### src/rtl/idex_hazard_ctrl.sv
// ID/EX hazard control: load-use stalls, mispredict flushes, EX operand forwarding
// selects, the halt-drain sequence, and saturating stall/flush counters.
module idex_hazard_ctrl #(
    parameter int unsigned DRAIN_CYCLES = 3,
    parameter int unsigned CNT_W        = 32
) (
    input  logic             clk,
    input  logic             reset,
    input  logic             id_valid,
    input  logic [4:0]       id_rs1_id,
    input  logic [4:0]       id_rs2_id,
    input  logic             id_uses_rs1,
    input  logic             id_uses_rs2,
    input  logic             ex_valid,
    input  logic             ex_wb_enable,
    input  logic             ex_mem_enable,
    input  logic             ex_mem_write,
    input  logic             ex_is_halted,
    input  logic [4:0]       ex_rd_id,
    input  logic [4:0]       ex_rs1_id,
    input  logic [4:0]       ex_rs2_id,
    input  logic             ex_mispredict,
    input  logic             mem_valid,
    input  logic             mem_wb_enable,
    input  logic             mem_ex_forwardable,
    input  logic [4:0]       mem_rd_id,
    input  logic             wb_valid,
    input  logic             wb_wb_enable,
    input  logic [4:0]       wb_rd_id,
    output logic             pc_write,
    output logic             ifid_write,
    output logic             ifid_flush,
    output logic             idex_bubble,
    output logic [1:0]       fwd_rs1_sel,
    output logic [1:0]       fwd_rs2_sel,
    output logic             halted,
    output logic [CNT_W-1:0] stall_count,
    output logic [CNT_W-1:0] flush_count
);

    localparam int unsigned REG_W   = 5;
    localparam int unsigned DRAIN_W = (DRAIN_CYCLES > 1) ? $clog2(DRAIN_CYCLES) : 1;
    localparam logic [DRAIN_W-1:0] DRAIN_LOAD = DRAIN_W'(DRAIN_CYCLES - 1);
    localparam logic [CNT_W-1:0]   CNT_MAX    = '1;
    localparam logic [REG_W-1:0]   X0         = '0;
    localparam logic [1:0] FWD_RF  = 2'b00;
    localparam logic [1:0] FWD_MEM = 2'b01;
    localparam logic [1:0] FWD_WB  = 2'b10;

    typedef enum logic [1:0] {
        RUN    = 2'd0,
        DRAIN  = 2'd1,
        HALTED = 2'd2
    } state_t;

    state_t             state;
    logic [DRAIN_W-1:0] drain_cnt;

    logic load_in_ex;
    logic load_use;
    logic halt_start;
    logic mem_can_fwd;
    logic wb_can_fwd;
    logic flush_event;
    logic stall_event;

    assign load_in_ex = ex_valid & ex_mem_enable & ~ex_mem_write & ex_wb_enable
                        & (ex_rd_id != X0);
    assign load_use   = id_valid & load_in_ex
                        & ((id_uses_rs1 & (id_rs1_id == ex_rd_id))
                         | (id_uses_rs2 & (id_rs2_id == ex_rd_id)));
    assign halt_start = (state == RUN) & ex_valid & ex_is_halted;

    assign mem_can_fwd = mem_valid & mem_wb_enable & mem_ex_forwardable & (mem_rd_id != X0);
    assign wb_can_fwd  = wb_valid & wb_wb_enable & (wb_rd_id != X0);

    // EX/MEM holds the younger result, so it takes precedence over MEM/WB.
    always_comb begin
        fwd_rs1_sel = FWD_RF;
        fwd_rs2_sel = FWD_RF;
        if (mem_can_fwd && (mem_rd_id == ex_rs1_id)) begin
            fwd_rs1_sel = FWD_MEM;
        end else if (wb_can_fwd && (wb_rd_id == ex_rs1_id)) begin
            fwd_rs1_sel = FWD_WB;
        end
        if (mem_can_fwd && (mem_rd_id == ex_rs2_id)) begin
            fwd_rs2_sel = FWD_MEM;
        end else if (wb_can_fwd && (wb_rd_id == ex_rs2_id)) begin
            fwd_rs2_sel = FWD_WB;
        end
    end

    // Pipeline enables: halt/freeze over mispredict over load-use.
    always_comb begin
        pc_write    = 1'b1;
        ifid_write  = 1'b1;
        ifid_flush  = 1'b0;
        idex_bubble = 1'b0;
        flush_event = 1'b0;
        stall_event = 1'b0;
        if ((state != RUN) || halt_start) begin
            pc_write    = 1'b0;
            ifid_write  = 1'b0;
            ifid_flush  = 1'b1;
            idex_bubble = 1'b1;
        end else if (ex_mispredict) begin
            ifid_flush  = 1'b1;
            idex_bubble = 1'b1;
            flush_event = 1'b1;
        end else if (load_use) begin
            pc_write    = 1'b0;
            ifid_write  = 1'b0;
            idex_bubble = 1'b1;
            stall_event = 1'b1;
        end
    end

    always_ff @(posedge clk) begin
        if (reset) begin
            state       <= RUN;
            drain_cnt   <= '0;
            halted      <= 1'b0;
            stall_count <= '0;
            flush_count <= '0;
        end else begin
            if (stall_event && (stall_count != CNT_MAX)) begin
                stall_count <= stall_count + CNT_W'(1);
            end
            if (flush_event && (flush_count != CNT_MAX)) begin
                flush_count <= flush_count + CNT_W'(1);
            end
            case (state)
                RUN: begin
                    if (halt_start) begin
                        state     <= DRAIN;
                        drain_cnt <= DRAIN_LOAD;
                    end
                end
                DRAIN: begin
                    if (drain_cnt == '0) begin
                        state  <= HALTED;
                        halted <= 1'b1;
                    end else begin
                        drain_cnt <= drain_cnt - DRAIN_W'(1);
                    end
                end
                HALTED: begin
                    halted <= 1'b1;
                end
                default: begin
                    state <= RUN;
                end
            endcase
        end
    end

endmodule

### config.mk
export PLATFORM = sky130hd
export DESIGN_NAME = idex_hazard_ctrl
export DESIGN_NICKNAME = d
export VERILOG_FILES = /design/src/rtl/idex_hazard_ctrl.sv
export SDC_FILE = /design/constraint.sdc
export NUM_CORES = 1
export LEC_CHECK = 0
export BUFFER_PORTS_ARGS = -buffer_cell sky130_fd_sc_hd__buf_2
export CORE_MARGIN = 2
export CORE_UTILIZATION = 30
export CTS_BUF_LIST = sky130_fd_sc_hd__clkbuf_16
export CTS_CLUSTER_DIAMETER = 60
export DETAILED_ROUTE_END_ITERATION = 8
export SKIP_LAST_GASP = 1
export SYNTH_ARGS = -nofsm -noshare
export SYNTH_HDL_FRONTEND = slang
export SYNTH_SLANG_ARGS = --single-unit
### constraint.sdc
create_clock -name clk -period 4.3 [get_ports clk]
set_clock_uncertainty 0.15 [all_clocks]
set_input_delay 0 -clock clk [delete_from_list [all_inputs] [get_ports clk]]
set_output_delay 0 -clock clk [all_outputs]
set_load 0.02 [all_outputs]
* Word-level counts from Yosys, hierarchy flattened
Cells that the tools add are included.
Storage, ports and cells: flip-flop bits (word level) 69, input port bits 51, logic and storage cells 80
Cells by class: $add $sub $neg 3, equal/unequal tests 13, mux-type cells 23, bitwise operators 18, reductions and logical operators 18
Operators with widths (count):
- $add 32x1->32 const B | 2
- $ne 32x32->1 const B | 2
- $eq 5x5->1 | 6
- $mux 2 | 8
- $and 1x1->1 | 15
- $reduce_bool 5->1 | 3
- $mux 1 | 12
- $logic_and 1x1->1 | 6
- $ne 2x2->1 const B | 3
- $pmux 2 s3 | 1
- $reduce_and 3->1 | 2
- $reduce_bool 2->1 | 3
- $logic_not 2->1 | 2
- $pmux 2 s2 | 1
- $eq 2x1->1 const B | 1
- $eq 2x2->1 const B | 1
- $not 1->1 | 2
- $pmux 1 s2 | 1
- $reduce_and 2->1 | 1
- $sub 2x1->2 const B | 1
- $logic_or 1x1->1 | 1
- $or 1x1->1 | 1

* Logic depth before layout (Yosys ltp)
depth after elaboration 10, gate-level depth with buffers 9

* Worst setup path before layout
Ideal clock, no wire load.
kind flip-flop to flip-flop, start register stall_count[15], end register stall_count[27], arrival time 2.227 ns, data required time 4.091 ns, path slack 1.864 ns, cell stages (with the launch flop) 6, buffers on the path 0, period minus slack after synthesis 2.436 ns, cell sequence dfxtp_1 nand4_2 or4_4 or4_1 or4_1 nand2_1
On the way: longest elaborated chain between the ends 2, elaborated cells on any way between the ends 3, those cells by class add/sub: 1; eq/ne: 1; reduce/logical: 1
Ends and longest elaborated chain:
- start, declared | line 37 | output logic [CNT_W-1:0] stall_count,
- start signal, assigned | line 127 | stall_count <= stall_count + CNT_W'(1);
- parallel branches: the longest is 2 deep, another holds $add 32x1->32
Parallel ways; which one is timed is not known. A chain may end at the register's enable or synchronous reset.

* Worst setup path after layout
start register state[0], end register stall_count[12]
On the way: longest elaborated chain between the ends 6, elaborated cells on any way between the ends 7, those cells by class mux: 1; bitwise: 2; reduce/logical: 4
Ends and longest elaborated chain:
- start, declared | line 56 | state_t state;
- start signal, assigned | line 120 | state <= RUN;
- start signal, assigned | line 135 | state <= DRAIN;
- start signal, assigned | line 141 | state <= HALTED;
- $logic_not 2->1 | line 72 | assign halt_start = (state == RUN) & ex_valid & ex_is_halted;
- $and 1x1->1 (2 in a row) | line 72
- $logic_or 1x1->1 (*) | line 101 | if ((state != RUN) || halt_start) begin
- $mux 1 (*) | line 101
- $logic_and 1x1->1 (*) | line 126 | if (stall_event && (stall_count != CNT_MAX)) begin
Mark *: on every way between the ends. The rest lies on a longest branch, timed or not.

==> results.md <==
* WL final at 11000 um
* FP Rows at 41
* Via/cell ratio at 5.16
* Setup crit end kind: flop
* Area grow syn2layout at 26.8%
* Core area at around 13000 sq um
* CTS Sinks at 69
* Vias post-DR at 3923
* Nets@finish at about 640
* Worst EP required at about 4.4 ns
* First-pass detailed-route iteration total at 6
* Number of DRC markers in iteration 0 at 129
* Reg-to-Reg Start: state[0]$_SDFFE_PP0P_
* Worst slew margin at 18.6%
* Worst hold path type: in -> reg
* Seq/Total Area, Yosys at 35.6%
* Synth top area share at 35.6%
* Initial core utilization at 30.8%
* Post-DP HPWL at about 8200 um
* RSZ-0062 raised after global routing: no
* CP startpoint kind: flop
* Result of the run: completed
* Worst hold stages at 5
* Ant diodes at 0
* Ys Warns at 0
* Leak at about 2 nW
* Grt total ovfl at 0
* Clk pin slew, worst setup/hold paths at 0.05 ns
* Final-report max-slew violation count at 0
* ANT nets after route at 0
* Initial antenna violation count at 0
* Syn_nets at 522
* Pwr Density at 298 nW/um^2
* Setup TNS at 0 ns
* Post-CTS Setup Inserts at 0
* CTS buffer count at 9
* Fin crit share at between 70% and 80%
* Max clock buf depth at 2
* Buffers on Ports at 123
* Inst Count DP at 748
* Top_reg_cell synth: dfxtp_1
* Largest net degree at the start of global routing at approximately 70
* Final Hold Vio Count at 0
* Cell taking the most area after synthesis: dfxtp_1
* Tmin final at 3.07 ns
* Flops & latches, synth at 69
* Post-synth cell types at between 40 and 50
* CTS tree: built
* GRT Resource Usage Total at between 10% and 20%
* Share of layout cells above drive strength 1 at 27.3%
* R2R depth at 5
* Total die area at 13900 sq um
* Fmax at 326 MHz
* Die H at 118 um
* Residual DRC at 0
* Wirelength per Cell at 14.4 um
* Final RePlAce weighted congestion at 0.996
* Synth area leaders: dfxtp_1, xor2_1, xnor2_1
* Worst VDD drop at between 150 and 200 uV
* Cells after synthesis at 468
* Finished Layout Cells at 761
* Final setup violating endpoints at 0
* Post-synth top cells: dfxtp_1, nor2_1, nand2_1, nand3_1, xor2_1
* Syn Area/Cell at 8.30 sq um
* Actual slew at the worst max-slew pin at 1.22 ns
* Endpoint, Worst Hold: state[0]$_SDFFE_PP0P_
* CTS Root Cell: clkbuf_16
* Vias in the first global route at 3818
* Hold Buf Count CTS at 0
* Critical path class: reg -> reg
* Global-route wire length before repair at 18300 um
* Die W at 118 um
* Clk Latency, worst-skew pair at 0.32 ns
* Hold_sp: ex_valid
* Resized Gates After CTS at 0
* Critical Path AT at 3.13 ns
* R2r endpoint: stall_count[12]$_SDFFE_PP0P_
* IO Count at 124
* Cell area after synthesis at a little under 4000 sq um
* Top-count cell post-synth: dfxtp_1
* Post-synth EDFFs at 0
* Asr flop ratio synth at 0%
* Max-cap violation count at 0
* R2R Setup Slk at 1.23 ns
* CP Max Fanout at 26
* H-tree levels at 3
[through the flow]
step / worst slack (ns) / power, W / instance area (sq um) / hold WS [ns] / util (%)
3_5_place_dp: 1.23 / 0.000786 / 4660 / 0.260 / 36.9
3_3_place_gp: 1.39 / 0.000782 / 4660 / 0.253 / 36.9
5_1_grt: 0.824 / 0.00153 / 4920 / 0.0568 / 39.0
6_report: 1.23 / 0.00146 / 4920 / 0.0454 / 39.0
2_1_floorplan: 1.86 / 0.000732 / 3880 / 0.0214 / -
4_1_cts: 1.20 / 0.00149 / 4920 / 0.0379 / 39.0
[worst max-delay path: stages (launching register included)]
cell	delay [ns]
dfxtp_1	0.34
a211oi_1	0.48
nor2b_1	0.32
nand4_1	0.75
nor4_1	0.55
mux2_2	0.38
[placed cells by master (no fill, tap or decap), types with 2 or more instances in the layout]
master / instances
buf_2: 123
dfxtp_1: 69
nor2_1: 55
nand2_1: 30
nand3_1: 29
xor2_1: 29
xnor2_1: 24
a21oi_1: 24
nand4_1: 20
o21ai_0: 19
nor2b_1: 18
or3_1: 18
mux2_2: 15
or4_1: 11
nor4_1: 11
and3_1: 10
and4_1: 10
clkbuf_16: 9
inv_1: 6
nand2b_1: 5
nor3_1: 5
a31o_2: 4
nor3b_1: 4
a211oi_1: 3
and2_1: 3
ha_1: 3
o2111ai_1: 2
and4b_1: 2
o211ai_1: 2
nor4b_1: 2
o31ai_1: 2
clkinv_1: 2
buf_4: 2
[cell type report]
| cell class | instances | area, sq um |
|---|---|---|
| Sequential cell | 69 | 1380 |
| Clock inverter | 4 | 42.5 |
| Clock buffer | 9 | 225 |
| Multi-Input combinational cell | 376 | 2410 |
| Fill cell | 1345 | 7700 |
| Tap cell | 172 | 215 |
| Inverter | 6 | 22.5 |
| Timing Repair Buffer | 125 | 631 |
[power by group]
part | switching (W) | leakage, nW | internal [W] | total, W
Sequential | 0.00000462 | 0.556 | 0.000645 | 0.000650
Combinational | 0.0000703 | 1.33 | 0.0000519 | 0.000122
Clock | 0.000259 | 0.132 | 0.000434 | 0.000693
Total | 0.000334 | 2.02 | 0.00113 | 0.00146
[state kept, by name (all words and copies together), names as in the netlist]
register / count
halted: 1
flush_count: 32
stall_count: 32
state: 2
drain_cnt: 2
[worst max-delay path by stage]
stage | from | end | slack (ns)
floorplan | stall_count[15]$_SDFFE_PP0P_ | stall_count[27]$_SDFFE_PP0P_ | 1.86
global placement | stall_count[0]$_SDFFE_PP0P_ | stall_count[12]$_SDFFE_PP0P_ | 1.39
detailed placement | state[0]$_SDFFE_PP0P_ | stall_count[12]$_SDFFE_PP0P_ | 1.23
CTS | state[0]$_SDFFE_PP0P_ | stall_count[12]$_SDFFE_PP0P_ | 1.20
global route | state[0]$_SDFFE_PP0P_ | stall_count[12]$_SDFFE_PP0P_ | 0.82
finish | state[0]$_SDFFE_PP0P_ | stall_count[12]$_SDFFE_PP0P_ | 1.23
[logic make-up after synthesis]
family	after synthesis	share of synthesized area (%)
mux	16	4.61
compound gates	64	10.1
xor+xnor	53	12.0
simple gates	240	34.4
fa+ha+maj	3	0.967
flops	69	35.6
buf+inv	23	2.45
[layer usage]
layer,up-vias,GRT usage (%),share of wire [%]
met3,8,4.60,5.8
met4,0,4.37,0.80
li1,1944,-,-
met2,121,28.3,50
met5,-,0,0
met1,1850,18.4,43
No activity file was read; power rests on OpenSTA's default activity.
